==> src/rtl/cdb_arbiter_pkg.sv <==
// Shared constants for the common data bus arbiter and its clients.
package cdb_arbiter_pkg;

    // Functional-unit requester indices on the CDB.
    localparam int FU_ALU   = 0;
    localparam int FU_BRALU = 1;
    localparam int FU_MUL   = 2;
    localparam int FU_DIV   = 3;
    localparam int FU_MEM   = 4;

    // Default machine sizing.
    localparam int FU_COUNT     = 5;
    localparam int DEF_DATA_W   = 32;
    localparam int DEF_ROB_IX_W = 3;

endpackage

==> src/rtl/cdb_arbiter_rr_priority_picker.sv <==
// Rotating-priority picker: first set request at or above ptr, wrapping to 0.
// Purely combinational; the pointer state lives in the caller.
module rr_priority_picker #(
    parameter int N  = 5,
    parameter int PW = $clog2(N)
) (
    input  logic [N-1:0]  req,
    input  logic [PW-1:0] ptr,
    output logic [N-1:0]  grant,
    output logic [PW-1:0] idx,
    output logic          any
);

    logic [PW:0]   sum;
    logic [PW-1:0] cand;

    // Walk offsets 0..N-1 from ptr; the first hit wins and later hits are ignored.
    always_comb begin
        grant = '0;
        idx   = '0;
        any   = 1'b0;
        sum   = '0;
        cand  = '0;
        for (int k = 0; k < N; k++) begin
            // ptr < N and k < N, so a single conditional subtract is a full modulo.
            sum = {1'b0, ptr} + (PW+1)'(k);
            if (sum >= (PW+1)'(N))
                sum = sum - (PW+1)'(N);
            cand = sum[PW-1:0];
            if (!any && req[cand]) begin
                any         = 1'b1;
                idx         = cand;
                grant[cand] = 1'b1;
            end
        end
    end

endmodule

==> src/rtl/cdb_arbiter.sv <==
// Common data bus arbiter: round-robin selects one completed FU result per
// cycle and broadcasts it one cycle later to the ROB / register file.
module cdb_arbiter
    import cdb_arbiter_pkg::*;
#(
    parameter int N_FU     = FU_COUNT,
    parameter int DATA_W   = DEF_DATA_W,
    parameter int ROB_IX_W = DEF_ROB_IX_W
) (
    input  logic                               clk_in,
    input  logic                               rst_in,
    input  logic [N_FU-1:0]                    fu_valid_in,
    input  logic [N_FU-1:0][DATA_W-1:0]        fu_data_in,
    input  logic [N_FU-1:0][ROB_IX_W-1:0]      fu_rob_idx_in,
    output logic [N_FU-1:0]                    fu_read_out,
    input  logic                               rob_ready_in,
    input  logic                               flush_in,
    output logic                               cdb_valid_out,
    output logic [DATA_W-1:0]                  cdb_data_out,
    output logic [ROB_IX_W-1:0]                cdb_rob_idx_out,
    output logic [$clog2(N_FU)-1:0]            cdb_src_out
);

    localparam int PW = $clog2(N_FU);

    logic [PW-1:0]   rr_ptr;
    logic            arb_en;
    logic [N_FU-1:0] req_eff;
    logic [N_FU-1:0] grant;
    logic [PW-1:0]   grant_idx;
    logic            grant_any;

    // Reset, flush and a stalled ROB all suppress the grant in the same cycle,
    // so an FU is never told its result was consumed when it was not.
    always_comb begin
        arb_en  = rob_ready_in & ~flush_in & ~rst_in;
        req_eff = fu_valid_in & {N_FU{arb_en}};
    end

    rr_priority_picker #(
        .N  (N_FU),
        .PW (PW)
    ) u_picker (
        .req   (req_eff),
        .ptr   (rr_ptr),
        .grant (grant),
        .idx   (grant_idx),
        .any   (grant_any)
    );

    assign fu_read_out = grant;

    // Register the winner onto the bus and advance the pointer past it;
    // idle cycles drop valid but keep the last payload on the bus.
    always_ff @(posedge clk_in) begin
        if (rst_in) begin
            rr_ptr          <= '0;
            cdb_valid_out   <= 1'b0;
            cdb_data_out    <= '0;
            cdb_rob_idx_out <= '0;
            cdb_src_out     <= '0;
        end else if (grant_any) begin
            rr_ptr          <= (grant_idx == PW'(N_FU-1)) ? '0 : grant_idx + 1'b1;
            cdb_valid_out   <= 1'b1;
            cdb_data_out    <= fu_data_in[grant_idx];
            cdb_rob_idx_out <= fu_rob_idx_in[grant_idx];
            cdb_src_out     <= grant_idx;
        end else begin
            cdb_valid_out   <= 1'b0;
        end
    end

endmodule

==> config.mk <==
export PLATFORM = sky130hd
export DESIGN_NAME = cdb_arbiter
export DESIGN_NICKNAME = d
export VERILOG_FILES = /design/src/rtl/cdb_arbiter_pkg.sv /design/src/rtl/cdb_arbiter_rr_priority_picker.sv /design/src/rtl/cdb_arbiter.sv
export SDC_FILE = /design/constraint.sdc
export NUM_CORES = 1
export LEC_CHECK = 0
export ABC_AREA = 1
export BUFFER_PORTS_ARGS = -buffer_cell sky130_fd_sc_hd__buf_2
export CORE_MARGIN = 2
export CORE_UTILIZATION = 50
export CTS_CLUSTER_SIZE = 24
export DETAILED_ROUTE_END_ITERATION = 10
export GPL_ROUTABILITY_DRIVEN = 1
export GPL_TIMING_DRIVEN = 0
export PLACE_DENSITY = 0.88
export SYNTH_ARGS = -nofsm -noshare
export SYNTH_HDL_FRONTEND = slang
export SYNTH_SLANG_ARGS = --single-unit
==> constraint.sdc <==
create_clock -name clk_in -period 7.6 [get_ports clk_in]
set_input_delay 1.14 -clock clk_in [delete_from_list [all_inputs] [get_ports clk_in]]
set_output_delay 1.14 -clock clk_in [all_outputs]
set_load 0.01 [all_outputs]
Yosys cells after proc, flatten, opt, wreduce, memory -nomap -nowiden
Index checks and enable logic that the tools add are counted.

$lt $le $gt $ge: 16. Bitwise logic cells: 9. Add/subtract/negate cells: 10. Reduce and logical (&&, ||, !) cells: 13. Eq/ne operators: 1. Mux-type cells: 46.

Operator list (number): $bmux W32 S3 (1); $mux W3 (12); $mux W32 (1); $mux W5 (5); $lt A3 B4 Y1 const B (6); $or A5 B5 Y5 (4); $ge A4 B3 Y1 const B (4); $mux W1 (16); $bmux W1 S3 (5); $demux W1 S3 (5); $ge A3 B1 Y1 const B (5); $sub A3 B3 Y3 const B (5); $bmux W3 S3 (1); $logic_and A1 B1 Y1 (9); $add A3 B2 Y4 const B (2); $and A5 B5 Y5 (1); $add A3 B1 Y4 const B (1); $add A3 B3 Y4 const B (1); $logic_not A1 Y1 (4); $add A3 B1 Y3 const B (1); $eq A3 B3 Y1 const B (1); $ge A3 B3 Y1 const B (1); $and A1 B1 Y1 (2); $not A1 Y1 (2).

Input port bits: 184. Output and inout port bits: 44. Word-level logic and storage cells: 100. Bits in registers: 42.

Longest topological paths before layout
Gate-level depths: netlist of run 1.

Depth after elaboration: 21. Mapped depth: 23. Depth with buffers taken out: 22.

Modules after synthesis
A second synthesis of run 1 with hierarchy kept.

Cells, all modules: 937. Area, all modules: 4917.2 um^2.

Modules (own cells, without submodules): cdb_arbiter (sequential area each 840.8 um^2, cells an instance 718, times used 1, area each 3727.3 um^2); rr_priority_picker (sequential area each 0.0 um^2, cells an instance 219, times used 1, area each 1189.9 um^2).

Least setup slack after synthesis of run 1
Ideal clock, no wire load.

Path type: input to output. From: input port rst_in. To: output port fu_read_out[1]. Path buffers: 3. Stages: 20. Required time: 6.460 ns. Arrival: 2.909 ns. Path slack: 3.551 ns. Cells stage by stage: buf_2 -> clkinv_2 -> nand2_1 -> nor2_2 -> nand2_1 -> nand3_1 -> nand2_1 -> nand2_1 -> nand3_2 -> inv_2 -> nor2_1 -> nand2_1 -> o21ai_1 -> nor2_1 -> nand2_1 -> nor2_2 -> buf_4 -> buf_4 -> nand2_1 -> inv_1.

Word-level cells in the longest chain between the ends: 18. Elaborated cells between the ends (all ways): 34. Classes of those cells: 19 x mux; 7 x bitwise; 8 x reduce/logical.

Ends and longest elaborated chain: from (decl) (line cdb_arbiter.sv:11) `input logic rst_in,`; $not A1 Y1 (*) (line cdb_arbiter.sv:36) `arb_en = rob_ready_in & ~flush_in & ~rst_in;`; $and A1 B1 Y1 (*) (line cdb_arbiter.sv:36); $and A5 B5 Y5 (*) (line cdb_arbiter.sv:37) `req_eff = fu_valid_in & {N_FU{arb_en}};`; $bmux W1 S3 (line cdb_arbiter_rr_priority_picker.sv:30) `if (!any && req[cand]) begin`; $mux W1 (implied by the code) (line cdb_arbiter_rr_priority_picker.sv:30); $mux W1 (line cdb_arbiter_rr_priority_picker.sv:30); $logic_not A1 Y1 (line cdb_arbiter_rr_priority_picker.sv:30); $logic_and A1 B1 Y1 (line cdb_arbiter_rr_priority_picker.sv:30); [2 not listed]; $logic_and A1 B1 Y1 (line cdb_arbiter_rr_priority_picker.sv:30); $mux W1 (line cdb_arbiter_rr_priority_picker.sv:30); $logic_not A1 Y1 (line cdb_arbiter_rr_priority_picker.sv:30); $logic_and A1 B1 Y1 (line cdb_arbiter_rr_priority_picker.sv:30); $mux W1 (line cdb_arbiter_rr_priority_picker.sv:30); $logic_not A1 Y1 (line cdb_arbiter_rr_priority_picker.sv:30); $logic_and A1 B1 Y1 (line cdb_arbiter_rr_priority_picker.sv:30); $mux W5 (*) (line cdb_arbiter_rr_priority_picker.sv:30); to (decl) (line cdb_arbiter.sv:15) `output logic [N_FU-1:0] fu_read_out,`.

Mark *: on every way between the ends. The rest lies on a longest branch, timed or not. The select of a mux whose other input is x is not followed.

Final worst setup path of run 1
From: register rr_ptr[0]. To: output port fu_read_out[2].

Word-level cells in the longest chain between the ends: 17. Elaborated cells between the ends (all ways): 75. Classes of those cells: 9 x add/sub; 15 x order compare; 34 x mux; 4 x bitwise; 13 x reduce/logical.

Ends and longest elaborated chain: from (decl) (line cdb_arbiter.sv:26) `logic [PW-1:0] rr_ptr;`; from (signal assigned) (line cdb_arbiter.sv:63) `rr_ptr <= (grant_idx == PW'(N_FU-1)) ? '0 : grant_idx + 1'b1;`; branches (longest 16 deep; another with $add A3 B1 Y4); $mux W5 (*) (line cdb_arbiter_rr_priority_picker.sv:30).

Mark *: on every way between the ends. The select of a mux whose other input is x is not followed.

==> key figures, run 1 <==
Outcome
  – Status: completed

Setup path
  – RR Startpoint: rr_ptr[0]
  – Critical Path Fanout Max: 10
  – WS Path Type: flop to output port
  – CP required: 6.46 ns
  – Crit path from: rr_ptr[0]
  – Reg-to-reg slack, setup: 3.56 ns
  – Crit path DAT: 4.07 ns
  – CP Launch Type: flop
  – R2R cell count: 20
  – RR Endpoint: cdb_data_out[2]
  – CP endpoint kind: output port

Clock network
  – Post_cts resized: 0
  – Clk buf depth: 2
  – # clock sinks: 42
  – Setup bufs post-CTS: 0
  – H-tree levels: 2
  – TritonCTS clock tree: yes
  – Root buf cell: clkbuf_8
  – CTS Buf Count: 5
  – Clock slew at reported path FFs: 0.09 ns
  – Hold-fix buffer count after cts: 0
  – Worst skew pair latency: 0.30 ns

Placed design
  – Global placement routability congestion: 0.934
  – PortBufs: 226
  – Dpl hpwl: 12600 um

Floorplanning
  – Num rows: 33
  – Die Width: 96.2 um
  – Area of the die: 9250 um2
  – IO Count: 228
  – Initial Util: 51.7%
  – Core box area: 8220 um2
  – Chip height: 96.2 um

Yosys
  – Syn nets: 979
  – Register area share after synthesis: 19.8%
  – Synth top area cells: nand2_1, dfxtp_1, nand3_1
  – Synth warnings: 0
  – Post-synth top area share: 32.8%
  – Synth area leader: nand2_1
  – Cell Area, Synth: 4250 um2
  – Cell variety after synth: 31
  – Average size of a mapped cell: 5.40 um2
  – Gate Count Post-Synth: 786
  – Yosys reg bits: 42

STA
  – Slew @ Worst Pin: 0.566 ns
  – Min Tclk post-route: 5.21 ns
  – Slew margin rel.: 62.3%
  – Worst Clk Skew: 0.0108 ns
  – Final Hold Viols: 0
  – Final setup TNS: 0 ns
  – Final number of setup-violating endpoints: 0
  – Fmax achieved: 192 MHz
  – Tcrit/Tclk final: 68.5%
  – RSZ-0062 raised after global routing: false
  – Final-report max-slew violation count: 0

GRT
  – GRT Overall Usage: 33.4%
  – Largest net degree at the start of global routing: 13
  – Initial antenna violation count: 0
  – Number of global-route vias before repair: 5147
  – GRT overflow: 0
  – First-pass GRT wire length: 24300 um

Layout
  – Most common cell after layout, fill and taps aside: nand2_1
  – # diodes: 0
  – Layout cell share with drive strength beyond 1: 29.0%
  – Layout area overhead: 31.6%
  – Layout net count: 1212
  – Most frequent cells in the layout: nand2_1, buf_2, nand3_1, a21oi_1, dfxtp_1

Route
  – Drt first pass iters: 5
  – Routed wire length per instance: 14.3 um
  – DR vias/cell: 5.38
  – Drt drc: 0
  – Total number of vias: 6049
  – Antenna-violating nets left: 0
  – Final wirelength: 16000 um
  – Initial DRC Count: 436

Worst hold path
  – Hold/Removal Path Class: flop to flop
  – Worst Min Path Start: cdb_data_out[31]
  – Hold-critical path depth: 2
  – WHS Endpoint: cdb_data_out[31]

Job
  – Max-cap viol count: 0
## stage by stage
stage	std cells	instance area (um2)	util, %	worst slack (ns)	hold slack, ns
after floorplan	786	4250	-	3.55	0.531
after global placement	1117	5510	67.0	2.75	0.492
after detailed placement	1117	5510	67.0	2.81	0.500
after CTS	1124	5590	68.0	2.45	0.514
after global routing	1124	5590	68.0	2.06	0.535
final	1124	5590	68.0	2.39	0.516
## worst max-delay path, cell delays in order (launching register included)
cell and delay [ns]:
dfxtp_1 0.49, clkinv_1 0.35, ha_1 0.31, inv_1 0.10, fa_1 0.41, inv_1 0.06, a21boi_0 0.16, a21oi_1 0.27
nand3b_1 0.11, nand3_1 0.14, nand3_2 0.11, nor2_2 0.13, nand3_2 0.23, nand3_2 0.31, buf_4 0.25, inv_2 0.07
nand2_1 0.08, inv_1 0.04, buf_2 0.13
## worst max-delay path by stage
stage	to	slack, ns	depth (start not counted)
global route	fu_read_out[2]	2.06	18
floorplan	fu_read_out[1]	3.55	20
finish	fu_read_out[2]	2.39	18
global placement	fu_read_out[2]	2.75	18
detailed placement	fu_read_out[2]	2.81	18
CTS	fu_read_out[2]	2.45	18
## state kept, by name, indices dropped and copies added (netlist names)
register         cells
cdb_data_out        32
cdb_src_out          3
cdb_valid_out        1
rr_ptr               3
cdb_rob_idx_out      3
## layout make-up
| class | instances | area, um2 |
|---|---|---|
| multi-input combinational | 657 | 3000 |
| tap | 105 | 131 |
| inverter | 40 | 151 |
| timing repair buffer | 226 | 1130 |
| sequential | 42 | 841 |
| clock buffer | 5 | 68.8 |
| buffer | 47 | 259 |
| clock inverter | 2 | 10.0 |
| fill | 837 | 2630 |
## metal layers
layer,vias to the layer above,share of wire [%],GRT usage [%]
met2,299,48,55.2
li1,3011,-,-
met4,0,2.2,9.64
met5,-,0,0
met3,27,9.1,6.50
met1,2712,40,43.9
## cell families (layout without fill, tap and decap cells)
| group | Yosys count | in the layout | share of synthesized area, % |
|---|---|---|---|
| XOR/XNOR | 2 | 2 | 0.766 |
| flip-flops | 42 | 42 | 19.8 |
| AND/OR/NAND/NOR | 527 | 527 | 52.1 |
| buffers and inverters | 87 | 320 | 9.66 |
| AO/OA/AOI/OAI | 119 | 119 | 14.9 |
| adder cells (fa/ha/maj) | 9 | 9 | 2.83 |
## synth_stat cells
cell type	n
a21oi_1	100
clkinv_1	2
dfxtp_1	42
a32oi_1	1
inv_2	10
xor2_2	2
nor2_2	5
nor3_2	1
o211ai_1	1
nor3_1	1
inv_1	27
buf_4	15
o21ai_1	2
nand3_2	8
buf_2	15
fa_1	1
o21ai_0	6
nand2_1	371
nand3_1	106
nand3b_1	2
nand4_1	6
a21boi_0	6
o2111ai_1	1
ha_1	8
a21oi_2	1
o211ai_2	1
clkbuf_1	16
nor2_1	24
buf_6	1
clkinv_2	1
nand2_2	3
Power of run 1 is not shown: default switching activity piles up to over one toggle a cycle in this logic, so the estimate is an artifact.
==> run 2, diff against run 1 <==
- ABC_AREA: 1 -> 0
- CORE_UTILIZATION: 50 -> 46
- PLACE_DENSITY: 0.88 -> 0.82
- clock period: 7.6 -> 5.3 ns (I/O delays scaled with it)
==> run 2 against run 1 <==
Flip-flop and latch count is the same. Wire length rose by 9.0%. Global-route usage up 1.2 points. Utilization is 4.5 points lower. Critical path depth shrank 5. Clock skew shrank 0.0044 ns. Count of clock-buffer cells in the layout is 1 higher. Area after synthesis decreased by 2.4%. Via count down 12%. Cell area decreased by 0.90%. Final cell count down 23%. Hold slack lost 0.026 ns. Critical endpoint unchanged. Largest cell class unchanged.
==> key figures, run 2 <==
GRT
  – Largest net degree at the start of global routing: 14 (+1)
  – Number of global-route vias before repair: 5254 (+2.1%)
  – Initial antenna violation count: 2 (+2)
  – GRT overflow: 0 (unchanged)
  – First-pass GRT wire length: 27000 um (+11%)
  – GRT Overall Usage: 34.6% (+1.2 points)

Pwr
  – Worst IR drop on VDD: 0.424 mV
  – Share of total power in the clock network: 6.8%
  – P_sw: 2.02 mW
  – Total power: 3.86 mW
  – Comb pwr share: 77.9%
  – Reg power frac: 15.3%
  – Int Power: 1.85 mW
  – Leak: 2.56 nW
  – Sw frac: 52.2%
  – P per Cell Area: 697 nW/um2

Yosys
  – Synth Area in Simple Gates: 18.9% (-33 points)
  – Yosys reg bits: 42 (unchanged)
  – Top post-synthesis cells by count: nand2_1, a21oi_1, o21ai_0, dfxtp_1, a21o_1
  – Post-synth top area share: 20.3% (-12 points)
  – Cell variety after synth: 77 (+150%)
  – Ys async rst share: 0% (unchanged)
  – Synth Area in Adders: 2.90% (+0.071 points)
  – Synth top area cells: dfxtp_1, a22oi_2, a21oi_1
  – Synth warnings: 0 (unchanged)
  – Register area share after synthesis: 20.3% (+0.50 points)
  – Gate Count Post-Synth: 526 (-33%)
  – Cell Area, Synth: 4140 um2 (-2.4%)
  – Most common cell in the netlist: nand2_1
  – Top_reg_cell synth: dfxtp_1
  – Synth area leader: dfxtp_1
  – Average size of a mapped cell: 7.88 um2 (+46%)
  – Post-synthesis mux area share: 1.69% (+1.7 points)
  – Syn nets: 719 (-27%)
  – Synth Area in XOR/XNOR: 0.634% (-0.13 points)
  – Synth Area in Compound Gates: 48.3% (+33 points)
  – Largest family of logic cells by synthesized area: compound AO/OA/AOI/OAI gates
  – Number of synthesized flops with an enable pin: 0 (unchanged)

Floorplanning
  – Chip height: 98.9 um (+2.8%)
  – Initial Util: 47.5% (-4.2 points)
  – Die Width: 98.9 um (+2.8%)
  – IO Count: 228 (unchanged)
  – Num rows: 34 (+3.0%)
  – Area of the die: 9780 um2 (+5.8%)
  – Core box area: 8720 um2 (+6.1%)

Route
  – Initial DRC Count: 352 (-19%)
  – Antenna-violating nets left: 0 (unchanged)
  – Drt first pass iters: 5 (unchanged)
  – Total number of vias: 5305 (-12%)
  – Routed wire length per instance: 20.1 um (+41%)
  – Drt drc: 0 (unchanged)
  – Final wirelength: 17500 um (+9.0%)
  – DR vias/cell: 6.10 (+13%)

Worst hold path
  – Hold/Removal Path Class: flop to flop
  – Worst Min Path Start: cdb_src_out[0]
  – Hold-critical path depth: 2 (unchanged)
  – WHS Endpoint: cdb_src_out[0]

Clock network
  – Clock slew at reported path FFs: 0.09 ns (about the same)
  – CTS Buf Count: 5 (unchanged)
  – Worst skew pair latency: 0.30 ns (about the same)
  – Root buf cell: clkbuf_8
  – H-tree levels: 2 (unchanged)
  – TritonCTS clock tree: yes
  – Clk buf depth: 2 (unchanged)
  – # clock sinks: 42 (unchanged)

Layout
  – Biggest register: cdb_data_out
  – Cell Count, Final, Fillers Out: 869 (-23%)
  – Most common cell after layout, fill and taps aside: buf_2
  – Max FFs per register: 32 (unchanged)
  – Layout area overhead: 33.7%
  – Most frequent cells in the layout: buf_2, nand2_1, a21oi_1, o21ai_0, dfxtp_1
  – Layout net count: 951 (-22%)
  – Layout cell share with drive strength beyond 1: 42.6% (+14 points)

STA
  – Final-report max-slew violation count: 0 (unchanged)
  – Slew margin rel.: 57.1% (-5.2 points)
  – Final Hold Viols: 0 (unchanged)
  – Slew @ Worst Pin: 0.640 ns (+0.0741 ns)
  – Hold Slack: 0.489 ns (-0.0265 ns)
  – Worst Clk Skew: 0.00637 ns (-0.00440 ns)
  – RSZ-0062 raised after global routing: true
  – Fmax achieved: 196 MHz
  – Final worst slack: 0.191 ns (-2.20 ns)
  – Tcrit/Tclk final: 96.4%
  – Final number of setup-violating endpoints: 0 (unchanged)
  – Min Tclk post-route: 5.11 ns

Setup path
  – Crit path DAT: 4.31 ns (+0.24 ns)
  – CP endpoint kind: output port
  – R2R cell count: 14 (-30%)
  – CP Launch Type: flop
  – Critical Path Fanout Max: 10 (unchanged)
  – RR Endpoint: cdb_data_out[7]
  – RR Startpoint: rr_ptr[1]
  – CP required: 4.51 ns (-1.95 ns)
  – Reg-to-reg slack, setup: 0.90 ns (-2.66 ns)
  – Crit path from: rr_ptr[1]
  – WS Path Type: flop to output port

Placed design
  – Dpl hpwl: 14100 um (+11%)
  – Placed insts: 859 (-23%)
  – Place WS: 0.424 ns (-2.39 ns)
  – PortBufs: 225 (-0.44%)
  – Global placement routability congestion: 0.991 (+6.1%)

Outcome
  – Status: completed

Job
  – Max-cap viol count: 0 (unchanged)
-- run 2: worst max-delay path by stage --
stage / end / cells after the start
floorplan: fu_read_out[1] / 13
global placement: fu_read_out[4] / 15
detailed placement: fu_read_out[4] / 15
CTS: fu_read_out[4] / 15
global route: fu_read_out[4] / 15
finish: fu_read_out[2] / 13
-- run 2: repair_timing --
| item | CTS | global route |
|---|---|---|
| resized for setup | 0 | 5 |
| setup buffers | 0 | 0 |
| hold buffers | 0 | 0 |
| setup endpoints to repair | 0 | 4 |
-- run 2: worst max-delay path, cell delays in order (launching register included) --
cell and delay [ns]:
dfxtp_1 0.48, inv_1 0.22, ha_1 0.31, buf_2 0.21, buf_2 0.29, a21oi_1 0.10
a311oi_1 0.44, nand3_1 0.36, a311oi_4 0.47, nand3b_4 0.17, or3_4 0.40, nand3_4 0.19
buf_6 0.20, buf_2 0.15
-- run 2: logic make-up (layout without fill, tap and decap cells) --
logic type	after synthesis	in the layout
AOI/OAI and AO/OA	263	263
xor gates and xnor gates	3	3
adders and majority gates	9	9
buffers and inverters	56	289
DFF	42	42
muxes	7	7
other	0	2
and+or+nand+nor	146	146
-- run 2: cell type report --
| type | instances | area, um2 |
|---|---|---|
| antenna | 2 | 5.00 |
| timing repair buffer | 225 | 1130 |
| clock buffer | 6 | 72.6 |
| inverter | 15 | 56.3 |
| sequential | 42 | 842 |
| clock inverter | 2 | 37.5 |
| tap | 108 | 135 |
| fill | 797 | 3180 |
| buffer | 41 | 249 |
| multi-input combinational | 428 | 3010 |
-- run 2: layer usage --
metal | track usage [%] | share of wire, % | vias to the layer above
met5 | 0 | 0 | -
met4 | 14.0 | 3.4 | 0
met3 | 6.88 | 7.3 | 53
met2 | 58.0 | 49 | 271
met1 | 43.3 | 40 | 2495
li1 | - | - | 2486
-- run 2: power by group through the flow --
stage	clock network (mW)	logic, mW	registers [mW]
floorplan	0	2.06	0.653
global placement	0	2.86	0.587
detailed placement	0	2.95	0.591
CTS	0.264	2.96	0.585
global route	0.278	3.30	0.607
finish	0.264	3.01	0.590
-- run 2: per-stage QoR --
step           cell area (um2)  util, %  setup TNS, ns
4_1_cts                   5510     63.2              0
5_1_grt                   5540     63.5        -0.0186
3_5_place_dp              5400     62.0              0
3_3_place_gp              5400     62.0              0
2_1_floorplan             4140        -              0
6_report                  5540     63.5              0
Power figures use the tool's default switching activity.
==> run 3, diff against run 2 <==
- BUFFER_PORTS_ARGS: -buffer_cell sky130_fd_sc_hd__buf_2 -> -buffer_cell sky130_fd_sc_hd__buf_4
- CORE_UTILIZATION: 46 -> 41
- PLACE_DENSITY: 0.82 -> 0.78
- clock period: 5.3 -> 4.5 ns (I/O delays scaled with it)
==> run 3 against run 2 <==
Hold slack worse by 0.016 ns. Final cell count rose by 3.3%. Non-clock buffer count grew 6. Clock skew rose by 0.0013 ns. Register-to-register slack got worse by 0.48 ns. Sequential share of layout area fell by 1.7 points. Worst setup slack lost 0.093 ns. First-iteration DRC count fell by 14%. Critical path depth up 1. Total power is 24% higher. Die area grew 12%. Cell area increased by 14%.
==> key figures, run 3 (synthesized netlist as in run 2, its figures left out) <==
Setup path
  – WS Path Type: flop to output port
  – Reg-to-reg slack, setup: 0.42 ns (-0.48 ns)
  – CP Launch Type: flop
  – CP required: 3.83 ns (-0.68 ns)
  – Worst path bufs/invs: 5 (unchanged)
  – Critical Path, Cell by Cell: clkinvlp_4, ha_1, ha_1, buf_6, nor2_1, a2111o_1, nor4_2, nor2_1, and3_2, and4b_1, a221oi_2, inv_2, buf_4, buf_4
  – CP endpoint kind: output port
  – Critical Path Fanout Max: 10 (unchanged)
  – Crit path DAT: 3.73 ns (-0.58 ns)
  – CP max-delay cell: a2111o_1
  – Critical path's top delay family: simple AND/OR/NAND/NOR gates
  – Max incr delay on CP: 0.46 ns (-0.02 ns)

Clock network
  – Hold-fix buffer count after cts: 0 (unchanged)
  – Worst skew pair latency: 0.30 ns (about the same)
  – Root buf cell: clkbuf_8
  – Clk buf depth: 2 (unchanged)
  – Clock slew at reported path FFs: 0.09 ns (about the same)
  – TritonCTS clock tree: yes
  – # clock sinks: 42 (unchanged)
  – CTS Buf Count: 5 (unchanged)
  – H-tree levels: 2 (unchanged)

Worst hold path
  – Hold/Removal Path Class: flop to flop

STA
  – Final setup TNS: 0 ns (unchanged)
  – Min Tclk post-route: 4.40 ns
  – Slew margin rel.: 60.5% (+3.4 points)
  – Final-report max-slew violation count: 0 (unchanged)
  – Tcrit/Tclk final: 97.8%
  – Final worst slack: 0.0984 ns (-0.0928 ns)
  – Final Hold Viols: 0 (unchanged)
  – Slew @ Worst Pin: 0.592 ns (-0.0481 ns)
  – RSZ-0062 raised after global routing: false
  – Final number of setup-violating endpoints: 0 (unchanged)
  – Worst Clk Skew: 0.00766 ns (+0.00130 ns)
  – Fmax achieved: 227 MHz

Route
  – Routed wire length per instance: 19.9 um (-1.1%)
  – Drt drc: 0 (unchanged)
  – Antenna-violating nets left: 0 (unchanged)
  – DR vias/cell: 5.83 (-4.5%)
  – Initial DRC Count: 304 (-14%)
  – Drt first pass iters: 7 (+2)
  – Total number of vias: 5237 (-1.3%)
  – Final wirelength: 17900 um (+2.2%)

Layout
  – Layout net count: 957 (+0.63%)
  – Final core utilization: 64.3% (+0.81 points)
  – Most frequent cells in the layout: buf_4, nand2_1, a21oi_1, o21ai_0, dfxtp_1
  – Seq. cell area: 850 um2 (+0.89%)
  – Cell Count, Final, Fillers Out: 898 (+3.3%)
  – Max FFs per register: 32 (unchanged)
  – Layout area overhead: 51.7%
  – Layout cell share with drive strength beyond 1: 45.6% (+3.1 points)
  – # diodes: 0 (-2)
  – # fillers: 871 (+9.3%)
  – Area of the multi-input gates: 3090 um2 (+2.7%)
  – Biggest register: cdb_data_out
  – Most common cell after layout, fill and taps aside: buf_4

Floorplanning
  – Num rows: 36 (+5.9%)
  – IO Count: 228 (unchanged)
  – Core box area: 9770 um2 (+12%)
  – Initial Util: 42.4% (-5.1 points)
  – Chip height: 105 um (+5.7%)
  – Die Width: 105 um (+5.7%)
  – Area of the die: 10900 um2 (+12%)

Pwr
  – Share of total power in the clock network: 6.6% (-0.2 points)
  – Worst IR drop on VDD: 0.499 mV (+18%)
  – P_sw: 2.41 mW (+20%)
  – Leak: 2.80 nW (+9.4%)
  – P per Cell Area: 764 nW/um2 (+9.6%)
  – Reg power frac: 14.6% (-0.7 points)
  – Sw frac: 50.2% (-1.9 points)
  – Int Power: 2.39 mW (+29%)
  – Comb pwr share: 78.8% (+0.9 points)

GRT
  – GRT overflow: 0 (unchanged)
  – Number of global-route vias before repair: 5135 (-2.3%)
  – First-pass GRT wire length: 27400 um (+1.7%)
  – Largest net degree at the start of global routing: 20 (+6)
  – GRT Overall Usage: 31.5% (-3.1 points)
  – Initial antenna violation count: 0 (-2)

Placed design
  – Global placement routability congestion: 1.00 (+0.87%)
  – PortBufs: 225 (unchanged)
  – Dpl hpwl: 14300 um (+1.9%)
  – Place WS: -0.399 ns (-0.823 ns)
  – Placed insts: 884 (+2.9%)

Job
  – Max-cap viol count: 0 (unchanged)

Outcome
  – Status: completed
[run 3: timing repair]
item,CTS,global route
setup buffers,5,2
pin swaps,1,0
resized for setup,25,11
setup endpoints to repair,10,4
endpoints found under the hold margin,0,0
[run 3: cell type report]
type	instances	area share [%]
clock buffers	5	1.09
well taps	133	2.65
repair buffers	232	27.7
inverters	15	1.05
flip-flops and latches	42	13.5
multi-input cells	428	49.2
plain buffers	40	4.06
clock inverters	3	0.697
[run 3: worst register-to-register path, delay by kind of cell (launching register included)]
| family | cells | cell delay [ns] |
|---|---|---|
| buf+inv | 4 | 0.63 |
| compound gates | 6 | 1.34 |
| fa+ha+maj | 2 | 0.58 |
| flops | 1 | 0.37 |
| simple gates | 3 | 1.09 |
[run 3: worst paths after layout]
kind / from / end / cells after the start
setup reg to reg: rr_ptr[0] / cdb_data_out[6] / 15
setup / recovery: rr_ptr[1] / fu_read_out[1] / 14
hold reg to reg: cdb_src_out[0] / cdb_src_out[0] / 2
hold / removal: cdb_src_out[0] / cdb_src_out[0] / 2
[run 3: metrics by stage]
| step | hold WS, ns | power [mW] | area, um2 |
|---|---|---|---|
| global placement | 0.458 | 4.23 | 6000 |
| CTS | 0.475 | 4.74 | 6250 |
| global route | 0.491 | 5.19 | 6290 |
| finish | 0.473 | 4.80 | 6290 |
| floorplan | 0.481 | 3.20 | 4140 |
| detailed placement | 0.462 | 4.30 | 6000 |
[run 3: per-layer routing]
layer	track usage [%]	vias to the layer above	wire (um)
li1	-	2495	-
met1	38.6	2487	7140
met2	55.2	224	8970
met3	6.89	31	1320
met4	8.59	0	420
met5	0	-	0
[run 3: power groups by stage]
stage	Combinational [mW]	Clock, mW	Sequential (mW)
after CTS	3.72	0.319	0.704
after detailed placement	3.59	0	0.706
after global placement	3.54	0	0.697
final	3.78	0.317	0.703
after global routing	4.14	0.334	0.720
after floorplan	2.43	0	0.769
